--- config.mk ---
export PLATFORM = sky130hd
export DESIGN_NAME = lsu_mem_initiator
export DESIGN_NICKNAME = d
export VERILOG_FILES = /design/src/rtl/lsu_pkg.sv /design/src/rtl/lsu_lane_align.sv /design/src/rtl/lsu_mem_initiator.sv
export SDC_FILE = /design/constraint.sdc
export NUM_CORES = 1
export LEC_CHECK = 0
export ABC_AREA = 1
export BUFFER_PORTS_ARGS = -buffer_cell sky130_fd_sc_hd__buf_4
export CAP_MARGIN = 20
export CELL_PAD_IN_SITES_DETAIL_PLACEMENT = 1
export CELL_PAD_IN_SITES_GLOBAL_PLACEMENT = 2
export CORE_UTILIZATION = 28
export CTS_CLUSTER_DIAMETER = 40
export DETAILED_ROUTE_END_ITERATION = 16
export PLACE_DENSITY = 0.78
export SYNTH_ARGS = -nofsm -noshare
export SYNTH_HDL_FRONTEND = slang
export SYNTH_SLANG_ARGS = --single-unit
--- constraint.sdc ---
create_clock -name clk -period 2.1 [get_ports clk]
set_clock_uncertainty 0.2 [all_clocks]
set_input_delay 0.315 -clock clk [delete_from_list [all_inputs] [get_ports clk]]
set_output_delay 0.315 -clock clk [all_outputs]
set_load 0.01 [all_outputs]
--- src/rtl/lsu_pkg.sv ---
// Shared definitions for the load/store initiator: RV32I width codes, FSM states and
// the default memory depth.
package lsu_pkg;

    localparam logic [2:0] F3_B  = 3'b000;
    localparam logic [2:0] F3_H  = 3'b001;
    localparam logic [2:0] F3_W  = 3'b010;
    localparam logic [2:0] F3_BU = 3'b100;
    localparam logic [2:0] F3_HU = 3'b101;

    localparam int unsigned MEM_DEPTH_DEFAULT = 1024;

    typedef enum logic [1:0] {
        S_IDLE,
        S_RD,
        S_WR,
        S_RESP
    } lsu_state_e;

endpackage

--- src/rtl/lsu_lane_align.sv ---
// Little-endian lane logic: extracts/extends a load from a memory word and merges a
// byte or halfword store into the previously read word.
module lsu_lane_align
    import lsu_pkg::*;
(
    input  logic [31:0] word,
    input  logic [1:0]  off,
    input  logic [2:0]  funct3,
    input  logic [15:0] wdata,
    output logic [31:0] ld_data,
    output logic [31:0] st_word
);

    function automatic logic [31:0] load_extract(input logic [31:0] w, input logic [1:0] o,
                                                 input logic [2:0] f3);
        logic [7:0]  b;
        logic [15:0] h;
        logic [31:0] r;
        b = 8'(w >> {o, 3'b000});
        h = 16'(w >> {o[1], 4'b0000});
        case (f3)
            F3_B:    r = {{24{b[7]}}, b};
            F3_H:    r = {{16{h[15]}}, h};
            F3_W:    r = w;
            F3_BU:   r = {24'h0, b};
            F3_HU:   r = {16'h0, h};
            default: r = 32'h0;
        endcase
        return r;
    endfunction

    function automatic logic [31:0] store_merge(input logic [31:0] old, input logic [15:0] wd,
                                                input logic [1:0] o, input logic [2:0] f3);
        logic [31:0] mask;
        logic [31:0] data;
        case (f3)
            F3_H: begin
                mask = 32'h0000_FFFF << {o[1], 4'b0000};
                data = {16'h0, wd} << {o[1], 4'b0000};
            end
            default: begin
                mask = 32'h0000_00FF << {o, 3'b000};
                data = {24'h0, wd[7:0]} << {o, 3'b000};
            end
        endcase
        return (old & ~mask) | (data & mask);
    endfunction

    assign ld_data = load_extract(word, off, funct3);
    assign st_word = store_merge(word, wdata, off, funct3);

endmodule

--- src/rtl/lsu_mem_initiator.sv ---
// Single-outstanding load/store initiator driving a word memory with a combinational read
// port; sub-word stores use read-modify-write. Define LSU_MISALIGN_TRAP_EN to flag misaligned
// accesses as errors instead of aligning them down.
module lsu_mem_initiator
    import lsu_pkg::*;
#(
    parameter int unsigned ADDR_W    = 32,
    parameter int unsigned MEM_DEPTH = MEM_DEPTH_DEFAULT
) (
    input  logic              clk,
    input  logic              rst,
    input  logic              req_valid,
    output logic              req_ready,
    input  logic              req_we,
    input  logic [2:0]        req_funct3,
    input  logic [ADDR_W-1:0] req_addr,
    input  logic [31:0]       req_wdata,
    output logic              rsp_valid,
    input  logic              rsp_ready,
    output logic [31:0]       rsp_rdata,
    output logic              rsp_err,
    output logic [31:0]       mem_A,
    output logic [31:0]       mem_WD,
    output logic              mem_WE,
    input  logic [31:0]       mem_RD
);

    lsu_state_e        state_q, state_d;
    logic              we_q, we_d;
    logic [2:0]        funct3_q, funct3_d;
    logic [ADDR_W-1:0] addr_q, addr_d;
    logic [15:0]       wdata_q, wdata_d;
    logic [31:0]       rdata_q, rdata_d;
    logic              err_q, err_d;
    logic              mem_we_q, mem_we_d;
    logic [31:0]       mem_wd_q, mem_wd_d;

    logic              f3_legal, is_half, is_word, out_of_range, req_err;
    logic [ADDR_W-1:0] req_addr_eff;
    logic [31:0]       ld_data, st_word;

    // Request decode, evaluated against the live request pins in IDLE.
    always_comb begin
        f3_legal = 1'b0;
        case (req_funct3)
            F3_B, F3_H, F3_W: f3_legal = 1'b1;
            F3_BU, F3_HU:     f3_legal = ~req_we;
            default:          f3_legal = 1'b0;
        endcase
        is_half      = (req_funct3 == F3_H) || (req_funct3 == F3_HU);
        is_word      = (req_funct3 == F3_W);
        out_of_range = (64'(req_addr) >> 2) >= 64'(MEM_DEPTH);
        req_addr_eff = req_addr;
`ifdef LSU_MISALIGN_TRAP_EN
        req_err = ~f3_legal | out_of_range | (is_half & req_addr[0]) |
                  (is_word & (|req_addr[1:0]));
`else
        if (is_half) req_addr_eff[0] = 1'b0;
        if (is_word) req_addr_eff[1:0] = 2'b00;
        req_err = ~f3_legal | out_of_range;
`endif
    end

    lsu_lane_align u_lane_align (
        .word    (mem_RD),
        .off     (addr_q[1:0]),
        .funct3  (funct3_q),
        .wdata   (wdata_q),
        .ld_data (ld_data),
        .st_word (st_word)
    );

    always_comb begin
        state_d  = state_q;
        we_d     = we_q;
        funct3_d = funct3_q;
        addr_d   = addr_q;
        wdata_d  = wdata_q;
        rdata_d  = rdata_q;
        err_d    = err_q;
        mem_we_d = 1'b0;
        mem_wd_d = mem_wd_q;
        unique case (state_q)
            S_IDLE: begin
                if (req_valid) begin
                    we_d     = req_we;
                    funct3_d = req_funct3;
                    addr_d   = req_addr_eff;
                    wdata_d  = req_wdata[15:0];
                    rdata_d  = 32'h0;
                    err_d    = req_err;
                    if (req_err) begin
                        state_d = S_RESP;
                    end else if (!req_we || req_funct3 != F3_W) begin
                        state_d = S_RD;
                    end else begin
                        state_d  = S_WR;
                        mem_we_d = 1'b1;
                        mem_wd_d = req_wdata;
                    end
                end
            end
            S_RD: begin
                // Stores only pass through RD when they are sub-word (read-modify-write).
                if (we_q) begin
                    state_d  = S_WR;
                    mem_we_d = 1'b1;
                    mem_wd_d = st_word;
                end else begin
                    state_d = S_RESP;
                    rdata_d = ld_data;
                end
            end
            S_WR: state_d = S_RESP;
            S_RESP: begin
                if (rsp_ready) state_d = S_IDLE;
            end
        endcase
    end

    always_ff @(posedge clk or negedge rst) begin
        if (!rst) begin
            state_q  <= S_IDLE;
            we_q     <= 1'b0;
            funct3_q <= 3'b000;
            addr_q   <= '0;
            wdata_q  <= 16'h0;
            rdata_q  <= 32'h0;
            err_q    <= 1'b0;
            mem_we_q <= 1'b0;
            mem_wd_q <= 32'h0;
        end else begin
            state_q  <= state_d;
            we_q     <= we_d;
            funct3_q <= funct3_d;
            addr_q   <= addr_d;
            wdata_q  <= wdata_d;
            rdata_q  <= rdata_d;
            err_q    <= err_d;
            mem_we_q <= mem_we_d;
            mem_wd_q <= mem_wd_d;
        end
    end

    assign req_ready = (state_q == S_IDLE);
    assign rsp_valid = (state_q == S_RESP);
    assign rsp_rdata = rdata_q;
    assign rsp_err   = err_q;
    assign mem_A     = 32'(addr_q >> 2);
    assign mem_WD    = mem_wd_q;
    assign mem_WE    = mem_we_q;

endmodule

After elaboration in Yosys (flattened, before gate mapping)

Cells that the tools add are included.

Flip-flop bits (word level): 120
Input bits: 104
Output and inout port bits: 100

Muxes and demuxes: 25
Shift-type cells: 6
Reduce and logical (&&, ||, !) cells: 13
Order comparisons: 1
Bitwise logic cells: 7
Equal/unequal tests: 18

Operators with widths:

| cell                  | number |
|---|---|
| $mux 32               | 8 |
| $pmux 32 s5           | 1 |
| $pmux 32 s2           | 2 |
| $and 32x32->32        | 2 |
| $not 32->32           | 1 |
| $or 32x32->32         | 1 |
| $shl 16x5->32         | 1 |
| $shl 16x5->32 const A | 1 |
| $shl 8x5->32          | 1 |
| $shl 8x5->32 const A  | 1 |
| $shr 32x5->16         | 1 |
| $shr 32x5->8          | 1 |
| $ge 30x11->1 const B  | 1 |
| $eq 3x3->1 const B    | 4 |
| $mux 2                | 5 |
| $ne 2x2->1 const B    | 5 |
| $pmux 2 s4            | 1 |
| $eq 3x1->1 const B    | 2 |
| $eq 3x2->1 const B    | 2 |
| $logic_not 3->1       | 2 |
| $mux 1                | 6 |
| $reduce_and 5->1      | 1 |
| $eq 2x2->1 const B    | 2 |
| $pmux 1 s2            | 2 |
| 13 further kinds      | 16 |

Depth between registers and ports, before layout

Gate-level depths: netlist (run 1).

Depth after elaboration: 8
Gate-level depth with buffers: 13
Mapped depth without buffers: 11

Hierarchy

A second synthesis (run 1) with hierarchy kept.

Cell total of the unflattened synthesis: 1069
Area, all modules: 7260.7 um^2

By module, submodules not included:

| module            | area each (um^2) | instances | cells an instance | seq. area each (um^2) |
|---|---|---|---|---|
| lsu_mem_initiator | 5491.5           | 1         | 646               | 3002.9 |
| lsu_lane_align    | 1769.2           | 1         | 423               | 0.0 |

Least setup slack after synthesis (run 1)

No wires, ideal clock.

Path kind: reg-to-reg
From: register state_q[0]
To: register rdata_q[4] (netlist: rsp_rdata[4])
Library setup time: 66 ps
Data arrival time: 1687 ps
Period minus slack after synthesis: 1953 ps
Buffers on the path: 2
Cell stages (with the launch flop): 11
Data required time: 1834 ps
Setup slack: 147 ps
Cells stage by stage: dfrtp_1 inv_1 ha_1 buf_2 inv_1 nand2_1 nand3_2 nor2_2 buf_4 o2111ai_1 nand2_1

Longest elaborated chain between the ends: 3
Elaborated cells on any way between the ends: 7

RTL lines:

| what                                                                    | RTL line                 | text |
|---|---|---|
| from (decl)                                                             | lsu_mem_initiator.sv:28  | `lsu_state_e state_q, state_d;` |
| from (signal assigned)                                                  | lsu_mem_initiator.sv:133 | `state_q <= state_d;` |
| $logic_not 2->1 *                                                       | n/a                      |  |
| via req_ready                                                           | lsu_mem_initiator.sv:13  | `output logic req_ready,` |
| $ne 2x2->1 (no source line) / $reduce_bool 2->1 (equally long branches) | n/a                      |  |
| $reduce_and 3->1 (no source line)                                       | n/a                      |  |
| to (signal assigned)                                                    | lsu_mem_initiator.sv:138 | `rdata_q <= rdata_d;` |
| to (decl)                                                               | lsu_mem_initiator.sv:33  | `logic [31:0] rdata_q, rdata_d;` |

The timed path passes the listed nets; every way through them passes the cells marked *.
A chain may end at the register's enable or synchronous reset.

Worst setup path after layout (run 1)

From: register state_q[0]
To: register mem_wd_q[10] (netlist: mem_WD[10])

Longest elaborated chain between the ends: 3
Elaborated cells on any way between the ends: 9

RTL lines:

| what                                                                    | RTL line                 | text |
|---|---|---|
| $eq 2x1->1 / $logic_not 2->1 (equally long branches)                    | lsu_mem_initiator.sv:83  | `unique case (state_q)` |
| $ne 2x2->1 (no source line) / $reduce_bool 2->1 (equally long branches) | n/a                      |  |
| $reduce_and 5->1 (no source line)                                       | n/a                      |  |
| to (signal assigned)                                                    | lsu_mem_initiator.sv:141 | `mem_wd_q <= mem_wd_d;` |
| to (decl)                                                               | lsu_mem_initiator.sv:36  | `logic [31:0] mem_wd_q, mem_wd_d;` |

Several ways; a longest one is shown, not always the timed one.

==> run summary, run 1 <==
CP Capture Point -> mem_WD[10]$_DFFE_PN0P_
Yosys cell types -> 31
Worst r2r path cells -> 12
Sequential-to-total area share from yosys stat -> 44.0%
Fmax -> 493 MHz
Slew margin rel. -> 66.9%
Crit path max fanout -> 8
R2R Setup Slk -> 0.07 ns
Yosys reg bits -> 120
Post-route clock period utilization -> 96.6%
Max cap viols -> 0
Pint -> 8.56 mW
Die Height -> 158 microns
Final setup viols -> 0
Initial DRC count -> 446
Slowest stage delay, CP -> 0.44 ns
Drt first pass iters -> 4
WL/cell -> 17.1 microns
Clk_lat worst skew -> 0.43 ns
Port Buf Inserts -> 201
Pwr/cell area -> 1530 mW/mm^2
Initial antenna violation count -> 0
Worst Setup Start Kind -> flop
Critical-path top delay cell -> dfrtp_2
Leakage -> 5.35 nW
Core box area -> 0.0237 sq mm
Design Power -> 15.1 mW
Clock Pin Slew Worst Setup and Hold Paths -> 0.06 ns
Commonest non-fill, non-tap cells in the layout -> nand2_1, buf_4, dfrtp_1
Vias in the first global route -> 7412
Outcome -> finished clean
Residual DRC -> 0
Clock root cell -> clkbuf_16
Cells after Synth -> 983
FP Rows -> 56
Slew @ Worst Pin -> 0.491 ns
Routed vias -> 7099
Synth warn -> 0
N_diodes -> 0
Max Slew Vio Count -> 0
Die width -> 158 microns
Area Growth Syn to Fin -> 44.8%
GRT Total Usage -> 21.5%
Hold_ws -> 0.00731 ns
CTS tree -> done
Layout cell share with drive strength beyond 1 -> 25.3%
CP Class -> reg2reg
Switching Share -> 43.4%
# IOs -> 204
Sink Count -> 120
Post-synth EDFFs -> 0
Most frequent CP cell -> nand2_1
Hold path depth -> 5
Worst hold-check path type -> in2reg
H-tree levels -> 4
First-pass GRT wire length -> 40.7 mm
Fin crit period -> 2.03 ns
Net switching power -> 6.55 mW
Peak VDD IR -> 0.636 mV
Mapped cell area -> 0.00682 sq mm
Worst EP required -> 2.26 ns
Gr ovfl total -> 0
Final GP Congestion -> 0.886
Crit-path cells -> inv_2 -> ha_4 -> inv_1 -> nand2_1 -> nand3_1 -> a21oi_2 -> inv_2 -> nor2_4 -> buf_12 -> buf_6 -> nand2_1 -> nand2_1
Clock group share of total power -> 21.1%
Number of cells on the critical path -> 12
Most common cell after layout, fill and taps aside -> nand2_1
Worst Path Arrival -> 2.19 ns
FF-to-FF End -> mem_WD[10]$_DFFE_PN0P_
Post-synth ARST share -> 100%
Logic pwr share -> 51.6%
Final Hold Fails -> 0
Critical Path Sink Type -> flop
WL final -> 26.4 mm
CP delay by family, top -> buffers and inverters
DPL Wire Length -> 19.2 mm
Post-route ant nets -> 0
Starting Density -> 28.8%
Synth Flop Type -> dfrtp_1
Die area -> 0.0250 sq mm
Critical R2R Launch -> state_q[0]$_DFFE_PN0P_
Syn avg cell area -> 6.94 sq um
Final Core Density -> 41.7%
Largest net degree at the start of global routing -> 47
Average vias per placed instance -> 4.59
Critical Path Source -> state_q[0]$_DFFE_PN0P_
Bufs and invs on worst path -> 5
Final #Nets -> 1324
Num CTS Buffers -> 17
CTS Buffer Depth -> 2
Register share of total power -> 27.3%
[Yosys cell counts (all sizes together) (4+ instances only)]
library cell  instances  area share, %
dfrtp               120             44
a21oi                18            1.3
nand3                22            2.4
o211ai               14            1.6
nor2                 63            3.8
nand2               532             30
ha                    4           0.73
o2111ai               7           0.90
clkbuf               18           0.99
inv                  54            3.0
buf                  62            6.3
o21ai                59            4.5
[flip-flops by register name, indices dropped and copies added (netlist names)]
signal     flops
addr_q        32
funct3_q       3
rsp_rdata     32
wdata_q       16
mem_WE         1
rsp_err        1
state_q        2
mem_WD        32
we_q           1
[how the worst min path moves through the flow]
stage,start,endpoint,slack (ns)
CTS,req_wdata[30],mem_WD[30]$_DFFE_PN0P_,0.0002
global placement,rst,rsp_rdata[18]$_DFFE_PN0P_,0.11
floorplan,rst,addr_q[0]$_DFFE_PN0P_,-0.18
detailed placement,rst,rsp_rdata[18]$_DFFE_PN0P_,0.10
finish,req_wdata[30],mem_WD[30]$_DFFE_PN0P_,0.007
global route,req_wdata[30],mem_WD[30]$_DFFE_PN0P_,0.02
[timing repair]
item / in CTS / in global routing
hold endpoints to repair: 87 / 0
setup buffers: 0 / 1
hold buffers: 55 / 0
pin swaps: 0 / 2
gates resized for setup: 1 / 15
cloned: 0 / 3
endpoints found under the setup margin: 4 / 61
[area by class of cell]
class | count | area (sq um)
Clock inverter | 14 | 198
Tap cell | 319 | 399
Inverter | 55 | 206
Sequential cell | 120 | 3000
Timing Repair Buffer | 293 | 2460
Clock buffer | 18 | 429
Fill cell | 2990 | 13800
Multi-Input combinational cell | 729 | 3170
[power by group through the flow]
stage	combinational (mW)	clock [mW]	sequential, mW
6_report	7.79	3.18	4.13
5_1_grt	8.73	3.34	4.26
4_1_cts	7.52	3.26	4.12
3_5_place_dp	7.41	0	4.13
3_3_place_gp	7.24	0	4.14
2_1_floorplan	4.47	0	4.16
[metrics by stage]
step	std cells	TNS, ns	cell area [sq um]	worst slack, ns
after global routing	1548	-0.201	9870	-0.0203
after global placement	1457	0	8560	0.0446
after CTS	1544	0	9740	0.0168
after floorplan	984	0	6820	0.147
final	1548	0	9870	0.0708
after detailed placement	1457	0	8560	0.00147
[cell families (layout without fill, tap and decap cells)]
family / after synthesis / after routing / synth area share [%]
AOI/OAI and AO/OA: 103 / 103 / 8.83
and+or+nand+nor: 620 / 620 / 36.0
buffers and inverters: 135 / 380 / 10.3
adders and majority gates: 4 / 4 / 0.734
DFF: 120 / 120 / 44.0
other: 1 / 2 / 0.0550
[worst register-to-register path: stages (launching register included)]
cell and delay, ns:
dfrtp_2 0.44, inv_2 0.11, ha_4 0.17, inv_1 0.08, nand2_1 0.12, nand3_1 0.10
a21oi_2 0.15, inv_2 0.06, nor2_4 0.10, buf_12 0.14, buf_6 0.16, nand2_1 0.07
nand2_1 0.06
[per-layer routing]
| metal | global-route usage [%] | vias to the layer above | wire, microns |
|---|---|---|---|
| met5 | 0 | - | 0 |
| met4 | 6.32 | 0 | 425 |
| met3 | 4.60 | 26 | 1550 |
| met2 | 34.9 | 218 | 12400 |
| met1 | 28.6 | 3382 | 12100 |
| li1 | - | 3473 | - |
Power figures use the tool's default switching activity.
==> inputs of run 2 (changes only) <==
--- a/config.mk
+++ b/config.mk
@@ -13,7 +13,8 @@
 export CORE_UTILIZATION = 28
 export CTS_CLUSTER_DIAMETER = 40
 export DETAILED_ROUTE_END_ITERATION = 16
-export PLACE_DENSITY = 0.78
+export PLACE_DENSITY = 0.77
 export SYNTH_ARGS = -nofsm -noshare
 export SYNTH_HDL_FRONTEND = slang
+export SYNTH_HIERARCHICAL = 1
 export SYNTH_SLANG_ARGS = --single-unit
==> run 2 against run 1 <==
Critical path depth up 1. Area after synthesis up 6.5%. Sequential share of layout area down 0.82 points. First-iteration DRC count down 26%. Via count up 3.5%. Worst setup slack better by 0.047 ns. Sequential power down 5%. Cell count up 5.0%. Largest cell class unchanged.
==> run summary, run 2 <==
Critical Path Source -> req_addr[22]
CTS Buffer Depth -> 2 (unchanged)
Leakage -> 5.51 nW (+3.1%)
Most frequent CP cell -> nand2_1
Post-synth ARST share -> 100% (unchanged)
Peak VDD IR -> 0.596 mV (-6.3%)
Clk_lat worst skew -> 0.43 ns (about the same)
Critical Path Sink Type -> flop
Pre-CTS WS -> 0.0414 ns (+0.0400 ns)
Commonest non-fill, non-tap cells in the layout -> nand2_1, buf_4, inv_1
Bufs and invs on worst path -> 4 (-1)
Number of cells on the critical path -> 13 (+1)
Non-filler instance count after layout -> 1625 (+5.0%)
Yosys cell types -> 28 (-9.7%)
Routed vias -> 7345 (+3.5%)
Setup ws final -> 0.117 ns (+0.0465 ns)
FF-to-FF End -> mem_WD[28]$_DFFE_PN0P_
Num CTS Buffers -> 17 (unchanged)
Slowest stage delay, CP -> 0.54 ns (+0.10 ns)
Layout cell share with drive strength beyond 1 -> 23.1% (-2.2 points)
Initial antenna violation count -> 0 (unchanged)
R2R Setup Slk -> 0.12 ns (+0.05 ns)
Mapped cell area -> 0.00726 sq mm (+6.5%)
Final Hold Fails -> 0 (unchanged)
Max Slew Vio Count -> 0 (unchanged)
Area of the multi-input gates -> 0.00325 sq mm (+2.4%)
Worst Path Arrival -> 2.09 ns (-0.10 ns)
Residual DRC -> 0 (unchanged)
Worst EP required -> 2.20 ns (-0.06 ns)
Post-synth top cells -> nand2_1, inv_1, dfrtp_1
CP Capture Point -> mem_WD[28]$_DFFE_PN0P_
Syn avg cell area -> 6.79 sq um (-2.1%)
Fmax -> 504 MHz (+2.3%)
Drt first pass iters -> 4 (unchanged)
Starting Density -> 28.7% (-0.13 points)
Worst Setup Start Kind -> input pin
Share of the synthesized area in the top cell type -> 41.4% (-2.7 points)
Post-route clock period utilization -> 94.4% (-2.2 points)
Die width -> 163 microns (+3.1%)
WL final -> 26.1 mm (-1.4%)
Hold_ws -> 0.0274 ns (+0.0201 ns)
Max cap viols -> 0 (unchanged)
RSZ-0062 raised after global routing -> yes
Synth warn -> 6 (+6)
Post-synth top area cell -> dfrtp_1
First-pass GRT wire length -> 41.4 mm (+1.8%)
# IOs -> 204 (unchanged)
Clock root cell -> clkbuf_16
CP Class -> in2reg
Port Buf Inserts -> 201 (unchanged)
CP delay by family, top -> buffers and inverters
Die Height -> 163 microns (+3.1%)
Outcome -> finished clean
Top post-synthesis cells by area -> dfrtp_1, nand2_1, nand3_1
Largest net degree at the start of global routing -> 62 (+32%)
Core box area -> 0.0253 sq mm (+6.9%)
N_diodes -> 0 (unchanged)
Area Growth Syn to Fin -> 39.7%
Critical hold path startpoint -> req_funct3[1]
Final setup viols -> 0 (unchanged)
DP Cell Count -> 1543 (+5.9%)
GRT Total Usage -> 20.2% (-1.3 points)
Sequential-to-total area share from yosys stat -> 41.4% (-2.7 points)
Worst hold-check path type -> in2reg
Sink Count -> 120 (unchanged)
DPL Wire Length -> 19.2 mm (about the same)
Average vias per placed instance -> 4.52 (-1.4%)
Most common cell in the netlist -> nand2_1
Final GP Congestion -> 0.829 (-6.5%)
WL/cell -> 16.0 microns (-6.0%)
Final Core Density -> 40.0% (-1.6 points)
Initial DRC count -> 330 (-26%)
Pwr/cell area -> 1430 mW/mm^2 (-6.8%)
FP Rows -> 58 (+3.6%)
Final #Nets -> 1391 (+5.1%)
Post-synth EDFFs -> 0 (unchanged)
Fin crit period -> 1.98 ns (-0.0465 ns)
Gr ovfl total -> 0 (unchanged)
Yosys reg bits -> 120 (unchanged)
H-tree levels -> 4 (unchanged)
Fillers -> 3168 (+6.0%)
Worst r2r path cells -> 10 (-2)
Crit-path cells -> buf_4 -> dlygate4sd3_1 -> inv_1 -> nand2_1 -> nor2_1 -> nand2_1 -> nor2_1 -> nand2_1 -> nand2_2 -> nand2_2 -> buf_6 -> nand2_1 -> nand2_1
CTS tree -> done
Critical R2R Launch -> state_q[0]$_DFFE_PN0P_
Synth Flop Type -> dfrtp_1
Post-route ant nets -> 0 (unchanged)
Crit path max fanout -> 32 (+24)
Critical-path top delay cell -> dlygate4sd3_1
Die area -> 0.0266 sq mm (+6.4%)
Cells after Synth -> 1069 (+8.7%)
Most common cell after layout, fill and taps aside -> nand2_1
Vias in the first global route -> 7585 (+2.3%)
FF/Latch Area -> 0.00300 sq mm (about the same)
Clock Pin Slew Worst Setup and Hold Paths -> 0.05 ns (about the same)
-- run 2: cell types whose count changed after synthesis, sizes merged, moves of 3 or more --
cell     delta
o211ai     -14
a21oi      -13
inv        +80
nand2     -145
mux2       +16
buf         -3
o2111ai     -6
nand3      +94
clkbuf     +11
nor2       +31
o22ai       -3
o21ai      +39
-- run 2: layer usage --
metal	wire (microns)	share of wire, %	up-vias	track usage [%]
li1	-	-	3682	-
met1	11500	44	3451	26.1
met2	12400	48	191	33.2
met3	1870	7.2	21	5.74
met4	272	1.0	0	4.80
met5	0	0	-	0
-- run 2: metrics by stage --
stage | setup TNS, ns | cell area, sq um | power (mW)
after floorplan | 0 | 7260 | 8.56
final | 0 | 10100 | 14.5
after global placement | 0 | 8990 | 11.1
after CTS | 0 | 10100 | 14.5
after detailed placement | 0 | 8990 | 11.2
after global routing | -0.269 | 10100 | 15.7
-- run 2: worst min-delay path by stage --
| stage | end | slack, ns | cells after the start |
|---|---|---|---|
| after floorplan | addr_q[0]$_DFFE_PN0P_ | -0.18 | 0 |
| after global placement | rsp_rdata[20]$_DFFE_PN0P_ | 0.16 | 2 |
| after detailed placement | rsp_rdata[17]$_DFFE_PN0P_ | 0.16 | 2 |
| after CTS | funct3_q[1]$_DFFE_PN0P_ | 0.005 | 3 |
| after global routing | addr_q[0]$_DFFE_PN0P_ | 0.03 | 3 |
| final | funct3_q[1]$_DFFE_PN0P_ | 0.03 | 3 |
-- run 2: worst reg2reg max path, cell delays in order, from the launching register on --
cell and delay (ns):
dfrtp_1 0.38, inv_1 0.07, ha_1 0.21, inv_1 0.07, or2_1 0.14, o21ai_2 0.09
nor3_4 0.24, nand2_2 0.09, buf_6 0.19, nand2_1 0.11, nand2_1 0.06
-- run 2: where the power goes --
part,internal [mW],switching (mW)
clock network,2.01,1.10
registers,3.27,0.675
logic,3.01,4.38
-- run 2: kinds of logic after synthesis --
kind of cell	synth area share (%)
fa+ha+maj	0.689
flops	41.4
compound gates	7.27
simple gates	34.1
mux	2.48
buf+inv	14.1
other cells	0.0516
-- run 2: cell type report --
class	instances	share of cell area, %
Clock inverter	7	1.13
Sequential cell	120	29.6
Timing Repair Buffer	282	23.2
Tap cell	330	4.07
Clock buffer	24	4.95
Multi-Input combinational cell	727	32.1
Inverter	135	5.01
-- run 2: timing repair --
action | CTS | global route
gates resized for setup | 0 | 11
endpoints found under the hold margin | 166 | 0
endpoints found under the setup margin | 0 | 47
setup buffers | 0 | 4
hold buffers | 47 | 0
==> inputs of run 3 (changes only) <==
--- a/config.mk
+++ b/config.mk
@@ -10,10 +10,12 @@
 export CAP_MARGIN = 20
 export CELL_PAD_IN_SITES_DETAIL_PLACEMENT = 1
 export CELL_PAD_IN_SITES_GLOBAL_PLACEMENT = 2
+export CORE_MARGIN = 2
 export CORE_UTILIZATION = 28
 export CTS_CLUSTER_DIAMETER = 40
 export DETAILED_ROUTE_END_ITERATION = 16
 export PLACE_DENSITY = 0.77
+export SLEW_MARGIN = 40
 export SYNTH_ARGS = -nofsm -noshare
 export SYNTH_HDL_FRONTEND = slang
 export SYNTH_HIERARCHICAL = 1
==> run 3 against run 2 <==
Worst hold slack worse by 0.017 ns. Clock-buffer cell count shrank 5. Largest power group unchanged. Register-to-register slack better by 0.05 ns. Worst setup slack improved by 0.046 ns. Flip-flop and latch count did not move. Core utilization is 0.094 points higher. Critical path type is now reg2out. Power is 0.31% higher.
==> run summary, run 3 (synthesis gave the netlist of run 2 again) <==
Clk_lat worst skew -> 0.43 ns (about the same)
Die Height -> 165 microns (+1.2%)
CTS Buffer Depth -> 2 (unchanged)
Die width -> 165 microns (+1.2%)
Port Buf Inserts -> 201 (unchanged)
Starting Density -> 28.7% (unchanged)
FP Rows -> 58 (unchanged)
Bufs and invs on worst path -> 3 (-1)
GRT Total Usage -> 19.9% (-0.32 points)
Setup tns final -> 0 ns (unchanged)
Final GP Congestion -> 0.870 (+5.1%)
DPL Wire Length -> 19.4 mm (+0.87%)
Final setup viols -> 0 (unchanged)
Critical Path Sink Type -> output port
Crit-path cells -> inv_1 -> ha_1 -> buf_4 -> buf_4
CTS tree -> done
First-pass GRT wire length -> 41.7 mm (+0.63%)
RSZ-0062 raised after global routing -> no
Critical-path top delay cell -> dfrtp_1
Core box area -> 0.0253 sq mm (unchanged)
Layout cell share with drive strength beyond 1 -> 23.2% (+0.11 points)
Num CTS Buffers -> 17 (unchanged)
Slowest stage delay, CP -> 0.40 ns (-0.14 ns)
Clock Pin Slew Worst Setup and Hold Paths -> 0.06 ns (about the same)
Final Hold Fails -> 0 (unchanged)
Fmax -> 516 MHz (+2.4%)
Max cap viols -> 0 (unchanged)
Design area -> 0.0102 sq mm (+0.23%)
Setup ws final -> 0.163 ns (+0.0455 ns)
Post-route clock period utilization -> 92.2% (-2.2 points)
Pre-CTS WS -> 0.00133 ns (-0.0401 ns)
Peak VDD IR -> 0.468 mV (-21%)
Pwr/cell area -> 1430 mW/mm^2 (about the same)
Commonest non-fill, non-tap cells in the layout -> nand2_1, buf_4, inv_1
Leakage -> 5.51 nW (about the same)
H-tree levels -> 4 (unchanged)
Max Slew Vio Count -> 0 (unchanged)
Worst Path Arrival -> 1.42 ns (-0.67 ns)
Outcome -> finished clean
Worst Setup Start Kind -> flop
WL/cell -> 16.0 microns (about the same)
Final #Nets -> 1388 (-0.22%)
CP Class -> reg2out
Most common cell after layout, fill and taps aside -> nand2_1
Gr ovfl total -> 0 (unchanged)
Worst EP required -> 1.58 ns (-0.62 ns)
Largest net degree at the start of global routing -> 78 (+26%)
Most frequent CP cell -> buf_4
Fillers -> 3200 (+1.0%)
Routed vias -> 7407 (+0.84%)
Fin crit period -> 1.94 ns (-0.0455 ns)
Sink Count -> 120 (unchanged)
Worst hold-check path type -> in2reg
Crit path max fanout -> 6 (-81%)
Initial antenna violation count -> 1 (+1)
Drt first pass iters -> 5 (+1)
Post-route ant nets -> 0 (unchanged)
Vias in the first global route -> 7746 (+2.1%)
WL final -> 26.0 mm (about the same)
Initial DRC count -> 360 (+9.1%)
Area Growth Syn to Fin -> 40.0%
Clock root cell -> clkbuf_16
Dpl cell area -> 0.00903 sq mm (+0.50%)
Die area -> 0.0272 sq mm (+2.5%)
# IOs -> 204 (unchanged)
Average vias per placed instance -> 4.56 (+0.91%)
Residual DRC -> 0 (unchanged)
CP delay by family, top -> flip-flops
==> run 3: cell types whose count changed in the layout (fill, tap and decap cells not counted), moves of 2 or more <==
cell / before / now
clkbuf_8: 5 / 2
clkbuf_1: 2 / 0
clkinvlp_4: 2 / 5
clkinv_2: 3 / 1
buf_4: 225 / 220
buf_12: 9 / 12
inv_6: 0 / 3
==> run 3: layer usage <==
| metal | vias up | routed length (microns) | global-route usage [%] |
|---|---|---|---|
| met4 | 2 | 382 | 5.42 |
| met3 | 26 | 2010 | 6.25 |
| li1 | 3683 | - | - |
| met5 | - | 11 | 0 |
| met1 | 3495 | 11600 | 25.4 |
| met2 | 201 | 12000 | 32.6 |
==> run 3: worst paths after layout <==
kind	startpoint	endpoint	slack, ns	cells after the start
worst max-delay path	state_q[1]$_DFFE_PN0P_	req_ready	0.16	4
worst min-delay path	req_addr[20]	addr_q[20]$_DFFE_PN0P_	0.01	3
worst max register to register	state_q[1]$_DFFE_PN0P_	mem_WD[27]$_DFFE_PN0P_	0.17	10
worst min register to register	mem_WD[24]$_DFFE_PN0P_	mem_WD[24]$_DFFE_PN0P_	0.27	2
max in group asynchronous	rst	addr_q[14]$_DFFE_PN0P_	1.03	3
min in group asynchronous	rst	rsp_rdata[19]$_DFFE_PN0P_	0.21	3
==> run 3: where the power goes <==
group          internal, mW  switching [mW]  total (mW)  leakage, nW
registers              3.27           0.660        3.93         1.53
clock network          1.94            1.21        3.15        0.289
logic                  3.06            4.37        7.43         3.69
total                  8.27            6.24        14.5         5.51
==> run 3: stage by stage <==
step	util (%)	hold slack (ns)	instances	power (mW)
6_report	40.1	0.0102	1624	14.5
2_1_floorplan	-	-0.181	1070	8.56
5_1_grt	40.1	0.0393	1623	15.9
4_1_cts	40.0	0.00308	1622	14.6
3_5_place_dp	35.7	0.125	1544	11.3
3_3_place_gp	35.7	0.130	1544	11.2
==> run 3: area by class of cell <==
| class | count | area [sq um] | share of cell area, % |
|---|---|---|---|
| diodes | 1 | 2.50 | 0.0246 |
| inverters | 135 | 507 | 4.98 |
| multi-input cells | 727 | 3250 | 32.0 |
| well taps | 330 | 413 | 4.06 |
| clock inverters | 13 | 168 | 1.65 |
| clock buffers | 19 | 453 | 4.46 |
| flip-flops and latches | 120 | 3000 | 29.5 |
| repair buffers | 279 | 2370 | 23.3 |
==> run 3: worst reg2reg max path, stage by stage (launching register included) <==
cell     delay (ns)
dfrtp_1        0.40
inv_1          0.08
ha_1           0.20
inv_1          0.07
or2_4          0.12
o21ai_2        0.08
nor3_4         0.25
nand2_2        0.09
buf_8          0.17
nand2_1        0.11
nand2_1        0.05
==> run 3: what timing repair did <==
item	in CTS	in global routing
buffers inserted	0	1
endpoints found under the setup margin	2	43
resized for setup	1	10
pin swaps	0	1
hold buffers	46	0
endpoints found under the hold margin	165	0
